File: src/rtl/mem_access_ctrl_if.sv
// Request/response channels between the datapath (master) and the memory
// access controller (slave).
interface mem_access_ctrl_if #(
    parameter int ADDR_W = 8,
    parameter int DATA_W = 16
);
    logic              req_valid;
    logic              req_ready;
    logic              req_we;
    logic [ADDR_W-1:0] req_addr;
    logic [DATA_W-1:0] req_wdata;
    logic              rsp_valid;
    logic              rsp_ready;
    logic [DATA_W-1:0] rsp_rdata;
    logic              rsp_is_wr;

    modport master (
        output req_valid, req_we, req_addr, req_wdata, rsp_ready,
        input  req_ready, rsp_valid, rsp_rdata, rsp_is_wr
    );

    modport slave (
        input  req_valid, req_we, req_addr, req_wdata, rsp_ready,
        output req_ready, rsp_valid, rsp_rdata, rsp_is_wr
    );
endinterface

File: src/rtl/mem_access_ctrl.sv
// Single-outstanding load/store front end for a synchronous RAM with a fixed
// read latency; responses are held until the consumer accepts them.
module mem_access_ctrl #(
    parameter int ADDR_W = 8,
    parameter int DATA_W = 16,
    parameter int RD_LAT = 1
) (
    input  logic              clk,
    input  logic              rst_n,
    mem_access_ctrl_if.slave  bus,
    output logic              busy,
    output logic              ram_w_en,
    output logic [ADDR_W-1:0] ram_addr,
    output logic [DATA_W-1:0] ram_d_in,
    input  logic [DATA_W-1:0] ram_d_out
);

    generate
        if (RD_LAT < 1 || RD_LAT > 4) begin : g_bad_rd_lat
            $error("mem_access_ctrl: RD_LAT must be in 1..4");
        end
    endgenerate

    typedef enum logic [1:0] {
        IDLE   = 2'd0,
        ACCESS = 2'd1,
        WAIT   = 2'd2,
        RESP   = 2'd3
    } state_t;

    state_t            state_reg;
    logic [1:0]        wait_cnt_reg;
    logic              req_ready_reg;
    logic              rsp_valid_reg;
    logic [DATA_W-1:0] rsp_rdata_reg;
    logic              rsp_is_wr_reg;
    logic              ram_w_en_reg;
    logic [ADDR_W-1:0] ram_addr_reg;
    logic [DATA_W-1:0] ram_d_in_reg;

    always_ff @(posedge clk or negedge rst_n) begin
        if (!rst_n) begin
            state_reg     <= IDLE;
            wait_cnt_reg  <= '0;
            req_ready_reg <= 1'b0;
            rsp_valid_reg <= 1'b0;
            rsp_rdata_reg <= '0;
            rsp_is_wr_reg <= 1'b0;
            ram_w_en_reg  <= 1'b0;
            ram_addr_reg  <= '0;
            ram_d_in_reg  <= '0;
        end else begin
            case (state_reg)
                IDLE: begin
                    // req_ready comes up on the first edge out of reset
                    if (!req_ready_reg) begin
                        req_ready_reg <= 1'b1;
                    end else if (bus.req_valid) begin
                        ram_addr_reg  <= bus.req_addr;
                        ram_d_in_reg  <= bus.req_wdata;
                        ram_w_en_reg  <= bus.req_we;
                        rsp_is_wr_reg <= bus.req_we;
                        req_ready_reg <= 1'b0;
                        state_reg     <= ACCESS;
                    end
                end
                ACCESS: begin
                    if (rsp_is_wr_reg) begin
                        ram_w_en_reg  <= 1'b0;
                        rsp_rdata_reg <= ram_d_in_reg;
                        rsp_valid_reg <= 1'b1;
                        state_reg     <= RESP;
                    end else begin
                        wait_cnt_reg <= 2'(RD_LAT - 1);
                        state_reg    <= WAIT;
                    end
                end
                WAIT: begin
                    if (wait_cnt_reg != 2'd0) begin
                        wait_cnt_reg <= wait_cnt_reg - 2'd1;
                    end else begin
                        rsp_rdata_reg <= ram_d_out;
                        rsp_valid_reg <= 1'b1;
                        state_reg     <= RESP;
                    end
                end
                RESP: begin
                    // no accept on the handshake edge; IDLE sees req_ready next cycle
                    if (bus.rsp_ready) begin
                        rsp_valid_reg <= 1'b0;
                        req_ready_reg <= 1'b1;
                        state_reg     <= IDLE;
                    end
                end
                default: state_reg <= IDLE;
            endcase
        end
    end

    assign bus.req_ready = req_ready_reg;
    assign bus.rsp_valid = rsp_valid_reg;
    assign bus.rsp_rdata = rsp_rdata_reg;
    assign bus.rsp_is_wr = rsp_is_wr_reg;
    assign ram_w_en      = ram_w_en_reg;
    assign ram_addr      = ram_addr_reg;
    assign ram_d_in      = ram_d_in_reg;
    assign busy          = (state_reg != IDLE);

endmodule

File: src/flat_wrapper.sv
// flat-port wrapper written by rule: the top's interface ports become plain ports
module mem_access_ctrl_flat 
#(
    parameter int ADDR_W = 8,
    parameter int DATA_W = 16,
    parameter int RD_LAT = 1
)
  (clk, rst_n, busy, ram_w_en, ram_addr, ram_d_in, ram_d_out, bus_req_valid, bus_req_we, bus_req_addr, bus_req_wdata, bus_rsp_ready, bus_req_ready, bus_rsp_valid, bus_rsp_rdata, bus_rsp_is_wr);
  mem_access_ctrl_if #(.ADDR_W(ADDR_W), .DATA_W(DATA_W)) bus_i ();
  input  logic clk;
  input  logic rst_n;
  output logic busy;
  output logic ram_w_en;
  output logic [ADDR_W-1:0] ram_addr;
  output logic [DATA_W-1:0] ram_d_in;
  input  logic [DATA_W-1:0] ram_d_out;
  input wire logic [$bits(bus_i.req_valid)-1:0] bus_req_valid;
  input wire logic [$bits(bus_i.req_we)-1:0] bus_req_we;
  input wire logic [$bits(bus_i.req_addr)-1:0] bus_req_addr;
  input wire logic [$bits(bus_i.req_wdata)-1:0] bus_req_wdata;
  input wire logic [$bits(bus_i.rsp_ready)-1:0] bus_rsp_ready;
  output wire logic [$bits(bus_i.req_ready)-1:0] bus_req_ready;
  output wire logic [$bits(bus_i.rsp_valid)-1:0] bus_rsp_valid;
  output wire logic [$bits(bus_i.rsp_rdata)-1:0] bus_rsp_rdata;
  output wire logic [$bits(bus_i.rsp_is_wr)-1:0] bus_rsp_is_wr;
  assign bus_i.req_valid = bus_req_valid;
  assign bus_i.req_we = bus_req_we;
  assign bus_i.req_addr = bus_req_addr;
  assign bus_i.req_wdata = bus_req_wdata;
  assign bus_i.rsp_ready = bus_rsp_ready;
  assign bus_req_ready = bus_i.req_ready;
  assign bus_rsp_valid = bus_i.rsp_valid;
  assign bus_rsp_rdata = bus_i.rsp_rdata;
  assign bus_rsp_is_wr = bus_i.rsp_is_wr;
  mem_access_ctrl #(.ADDR_W(ADDR_W), .DATA_W(DATA_W), .RD_LAT(RD_LAT)) u_core (.clk(clk), .rst_n(rst_n), .bus(bus_i), .busy(busy), .ram_w_en(ram_w_en), .ram_addr(ram_addr), .ram_d_in(ram_d_in), .ram_d_out(ram_d_out));
endmodule
File: config.mk
export PLATFORM = sky130hd
export DESIGN_NAME = mem_access_ctrl_flat
export DESIGN_NICKNAME = d
export VERILOG_FILES = /design/src/rtl/mem_access_ctrl_if.sv /design/src/rtl/mem_access_ctrl.sv /design/src/flat_wrapper.sv
export SDC_FILE = /design/constraint.sdc
export NUM_CORES = 1
export LEC_CHECK = 0
export BUFFER_PORTS_ARGS = -buffer_cell sky130_fd_sc_hd__clkbuf_2
export CORE_AREA = 3 3 70 72
export DETAILED_ROUTE_END_ITERATION = 8
export DIE_AREA = 0 0 73 75
export PLACE_DENSITY = 0.91
export SLEW_MARGIN = 20
export SYNTH_ARGS = -nofsm -noshare
export SYNTH_HDL_FRONTEND = slang
export SYNTH_SLANG_ARGS = --single-unit
File: constraint.sdc
create_clock -name clk -period 4.4 [get_ports clk]
set_input_delay 0.22 -clock clk [delete_from_list [all_inputs] [get_ports clk]]
set_output_delay 0.22 -clock clk [all_outputs]
set_load 0.01 [all_outputs]
# == Yosys cells after proc, flatten, opt, wreduce, memory -nomap -nowiden ==
# Cells that the tools add are included.
# op_classes
muxes,24
n_eq_ne,10
add_sub_neg,1
n_reduce_logical,14
# op_table
cell,count
$mux W16,2
$pmux W16 S2,1
$mux W2,6
$reduce_and A4 Y1,3
$mux W1,10
$reduce_bool A2 Y1,5
$reduce_and A3 Y1,3
$ne A2 B2 Y1 const B,4
$pmux W2 S4,1
$ne A2 B1 Y1 const B,3
$eq A2 B2 Y1 const B,2
$pmux W1 S2,2
$pmux W2 S2,1
$pmux W1 S3,1
$reduce_bool A3 Y1,1
$eq A2 B1 Y1 const B,1
$logic_not A2 Y1,1
$reduce_and A2 Y1,1
$sub A2 B1 Y2 const B,1
# totals
regBits,48
out_inout_bits,45
word_cells,58

# == Logic depth before layout (Yosys ltp) ==
# depth
ltp_word,3
ltp_mapped,8
depth_no_buf,6

# == Worst setup path after synthesis ==
# OpenSTA, ideal clock, no wires.
# synth_timing
kind,reg2reg
startpoint,register u_core.state_reg[0]
endpoint,register u_core.state_reg[0]
arrival_time_ns,1.592
period_less_slack_ns,1.679
path_stages_with_launch,8
setup_slack_ns,2.721
cell_sequence,dfrtp_1 -> inv_1 -> ha_1 -> buf_6 -> nor2b_4 -> a2111oi_4 -> o21ai_1 -> a22oi_1
# synth_between
elab_chain_len,3
elab_cells_between_ends,10
# synth_rtl
item,line_no,text
from (decl),mem_access_ctrl.sv:31,state_t state_reg;
from (signal assigned),mem_access_ctrl.sv:43,state_reg <= IDLE;
from (signal assigned),mem_access_ctrl.sv:64,state_reg <= ACCESS;
from (signal assigned),mem_access_ctrl.sv:72,state_reg <= RESP;
$eq A2 B2 Y1 or $logic_not A2 Y1 (tied branches),mem_access_ctrl.sv:53,case (state_reg)
$ne A2 B2 Y1 (no line) or $ne A2 B1 Y1 (tied branches),n/a,
$reduce_and A4 Y1 (no line),n/a,
# Parallel ways exist; a longest one is shown, timed or not.
# A chain may end at the register's enable or synchronous reset.

# == Final worst setup path ==
# layout_timing
startpoint,register u_core.state_reg[0]
endpoint,register u_core.rsp_rdata_reg[11] (netlist: u_core.bus.rsp_rdata[11])
# layout_between
elab_chain_len,3
elab_cells_between_ends,7
# layout_rtl
item,line_no,text
$eq A2 B2 Y1 or $eq A2 B1 Y1 (tied branches),mem_access_ctrl.sv:53,
"$ne A2 B2 Y1 (no line), or another cell as far along",n/a,
$reduce_and A3 Y1 (no line),n/a,
to (signal assigned),mem_access_ctrl.sv:70,rsp_rdata_reg <= ram_d_in_reg;
to (signal assigned),mem_access_ctrl.sv:82,rsp_rdata_reg <= ram_d_out;
to (decl),mem_access_ctrl.sv:35,logic [DATA_W-1:0] rsp_rdata_reg;
# Parallel ways exist; a longest one is shown, timed or not.

==> impl_metrics.py <==
metrics = {
    "sta": {
        "finalSetupViolations": 0,
        "fin_skew_ns": 0.003376,
        "hold_violations": 0,
        "rsz0062_at_grt": "false",
        "period_needed_ns": 2.369,
        "finalCritPeriodShare_pct": 53.85,
        "worst_pin_slew_ns": 1.055,
        "setup_ws_ns": 2.031,
        "clock.fmax_mhz": 422.1,
        "drv_slew": 0,
        "fin_setup_tns_ns": 0,
        "relSlewSlack_pct": 29.66,
    },
    "final_layout": {
        "drive_gt1_share_pct": 47.92,
        "antenna_cells": 0,
        "syn2layout_area_growth_pct": 25.95,
        "nNetsFinal": 317,
        "n_fill_cell": 360,
    },
    "run": {
        "maxCapViolations": 0,
    },
    "synth": {
        "async_reset_ff_share_pct": 100.0,
        "synth_cell_types": 27,
        "synth_adder_area_share_pct": 4.018,
        "synth_seq_area_share_pct": 55.11,
        "synth_compound_area_share_pct": 10.28,
        "synth_fp_nets": 226,
        "ys_ff_latch": 48,
        "synthSimpleGateAreaFrac_pct": 7.061,
        "synthMuxAreaShare_pct": 20.26,
        "synth-xor-area-share_pct": 0,
        "yosysWarnings": 0,
        "synth_top_family_by_area": "multiplexers",
        "synth_area_per_cell_um2": 12.53,
        "synth_edf_count": 0,
        "ys.flop_type": "dfrtp_1",
        "syn_inst": 174,
        "synth_area_um2": 2180,
    },
    "clocking": {
        "postCtsSetupBuffers": 0,
        "hold_buffers": 0,
        "cts_resized": 0,
        "cts_tree": "yes",
        "htreeDepth": 2,
        "insertion_delay_ns": 0.29,
        "clock-sinks": 48,
        "path_clk_slew_ns": 0.09,
        "cts_made_buffers": 5,
        "clock_path_buffers": 2,
        "root_buffer": "clkbuf_8",
    },
    "drt": {
        "wirelength_mm": 4.582,
        "ant_nets": 0,
        "top_layer": "met4",
        "drt-pass1-iter-count": 4,
        "wl_met2_mm": 2.324,
        "drt-met1-wl_mm": 1.915,
        "met3WireLength_um": 267,
        "drc_errors": 0,
        "viasPerCell": 5.129,
        "wl_per_cell_um": 14.45,
        "num_vias": 1626,
        "drt_iter0_drc": 140,
    },
    "critical_path": {
        "critPathLaunchType": "flop",
        "worstPathRequired_ns": 4.58,
        "reg2regPathDepth": 7,
        "reg2reg_to": "u_core.bus.rsp_rdata[11]",
        "crit_path_end_kind": "flop",
        "crit_fanout": 24,
        "rrSetupSlack_ns": 2.03,
        "r2r_start": "u_core.state_reg[0]",
        "crit_arrival_ns": 2.55,
        "crit_type": "reg2reg",
    },
    "die": {
        "coreArea_um2": 4354,
        "die_area_um2": 5475,
        "die_w_um": 73,
        "fp.dieH_um": 75,
        "start_util_pct": 50.06,
        "rows": 24,
        "ios": 90,
    },
    "pwr": {
        "total_power_w": 0.002170,
        "leakage_nw": 1.361,
        "powerDensity_nw_per_um2": 790.6,
        "ir_worst_vdd_uv": 399.7,
    },
    "global_route": {
        "antenna_found_initial": 0,
        "track_usage_pct": 17.41,
        "grt_pass1_wl_mm": 7.445,
        "grt_pass1_vias": 1647,
        "grt_max_degree": 49,
        "grt_overflow": 0,
    },
    "placed_design": {
        "portBuffers": 89,
        "gp_congestion": 0.7830,
        "dp_slack_ns": 1.743,
        "dp_hpwl_mm": 3.351,
    },
    "run_status": {
        "outcome": "completed",
    },
    "hold_path": {
        "hold_class": "in2async",
    },
}
-- worst max-delay path by stage --
stage                                    from                       end  slack, ns  cells after the start
after floorplan           u_core.state_reg[0]       u_core.state_reg[0]       2.72                      7
after global placement    u_core.state_reg[0]   u_core.bus.rsp_rdata[4]       1.86                      5
after detailed placement  u_core.state_reg[0]   u_core.bus.rsp_rdata[8]       1.74                      5
after CTS                 u_core.state_reg[0]   u_core.bus.rsp_rdata[8]       1.72                      5
after global routing      u_core.state_reg[0]  u_core.bus.rsp_rdata[14]       1.77                      7
final                     u_core.state_reg[0]  u_core.bus.rsp_rdata[11]       2.03                      7
-- cell usage in the layout, fill, tap and decap left out --
cell,n
clkbuf_2,89
dfrtp_1,48
mux2_2,25
a21oi_1,17
mux2i_1,16
nor2_1,16
inv_1,8
ha_1,7
o21ai_0,5
clkbuf_8,5
nor2b_1,4
a22o_1,3
nand2_1,3
nor3_1,2
nor2b_4,1
nor3b_4,1
a21bo_2,1
a21o_1,1
a2111oi_4,1
o21ai_1,1
a211oi_1,1
a22oi_1,1
nand3_2,1
a31oi_1,1
o2bb2ai_1,1
nand3_1,1
o31ai_1,1
clkbuf_1,1
clkinv_2,1
buf_4,1
buf_6,1
-- critical path: stages, from the launching register on --
cell and delay (ns):
dfrtp_1 0.42, inv_1 0.16, ha_1 0.88, nor2b_4 0.37
nor3b_4 0.10, buf_6 0.18, nor2_1 0.09, a21oi_1 0.05
-- layout make-up --
cell class	instances	area [um^2]	share of cell area, %
multi-input combinational	111	907.1	33.04
sequential	48	1201	43.76
tap	52	65.06	2.370
clock inverter	1	5.005	0.1823
inverter	8	30.03	1.094
timing repair buffer	91	464.2	16.91
clock buffer	6	72.57	2.644
-- cell families after synthesis --
| group | Yosys count |
|---|---|
| AOI/OAI and AO/OA | 34 |
| muxes | 41 |
| and+or+nand+nor | 29 |
| buffers and inverters | 15 |
| adders and majority gates | 7 |
| DFF | 48 |
-- cells in the mapped netlist, types with 3 or more instances --
cell type  count  share of area, %
nand2_1        3              0.52
a22o_1         3               1.2
ha_1           7               4.0
mux2_2        25                13
buf_2          6               1.4
nor2b_1        4               1.1
inv_1          8               1.4
dfrtp_1       48                55
a21oi_1       17               3.9
nor2_1        16               2.8
o21ai_0        5               1.1
mux2i_1       16               7.3
-- power breakdown --
| group | total [W] | switching (W) | leakage [nW] | internal (W) |
|---|---|---|---|---|
| Clock | 0.000251 | 0.000143 | 0.0410 | 0.000108 |
| Combinational | 0.00110 | 0.000578 | 0.753 | 0.000522 |
| Sequential | 0.000819 | 0.000148 | 0.567 | 0.000671 |
-- metrics by stage --
| step | std cells | util (%) | hold slack (ns) | cell area [um^2] |
|---|---|---|---|---|
| after floorplan | 174 | - | -0.07559 | 2180 |
| after global placement | 309 | 61.01 | 0.3509 | 2656 |
| after detailed placement | 309 | 61.01 | 0.3564 | 2656 |
| after CTS | 316 | 62.79 | 0.03183 | 2734 |
| after global routing | 317 | 63.05 | 0.06263 | 2745 |
| final | 317 | 63.05 | 0.003026 | 2745 |
-- per-layer routing --
metal  track usage [%]  vias to the layer above
met5                 0                        -
met4             5.943                        0
met3             4.406                        9
met2             29.79                       55
met1             21.50                      772
li1                  -                      790
No activity file was read; power rests on OpenSTA's default activity.
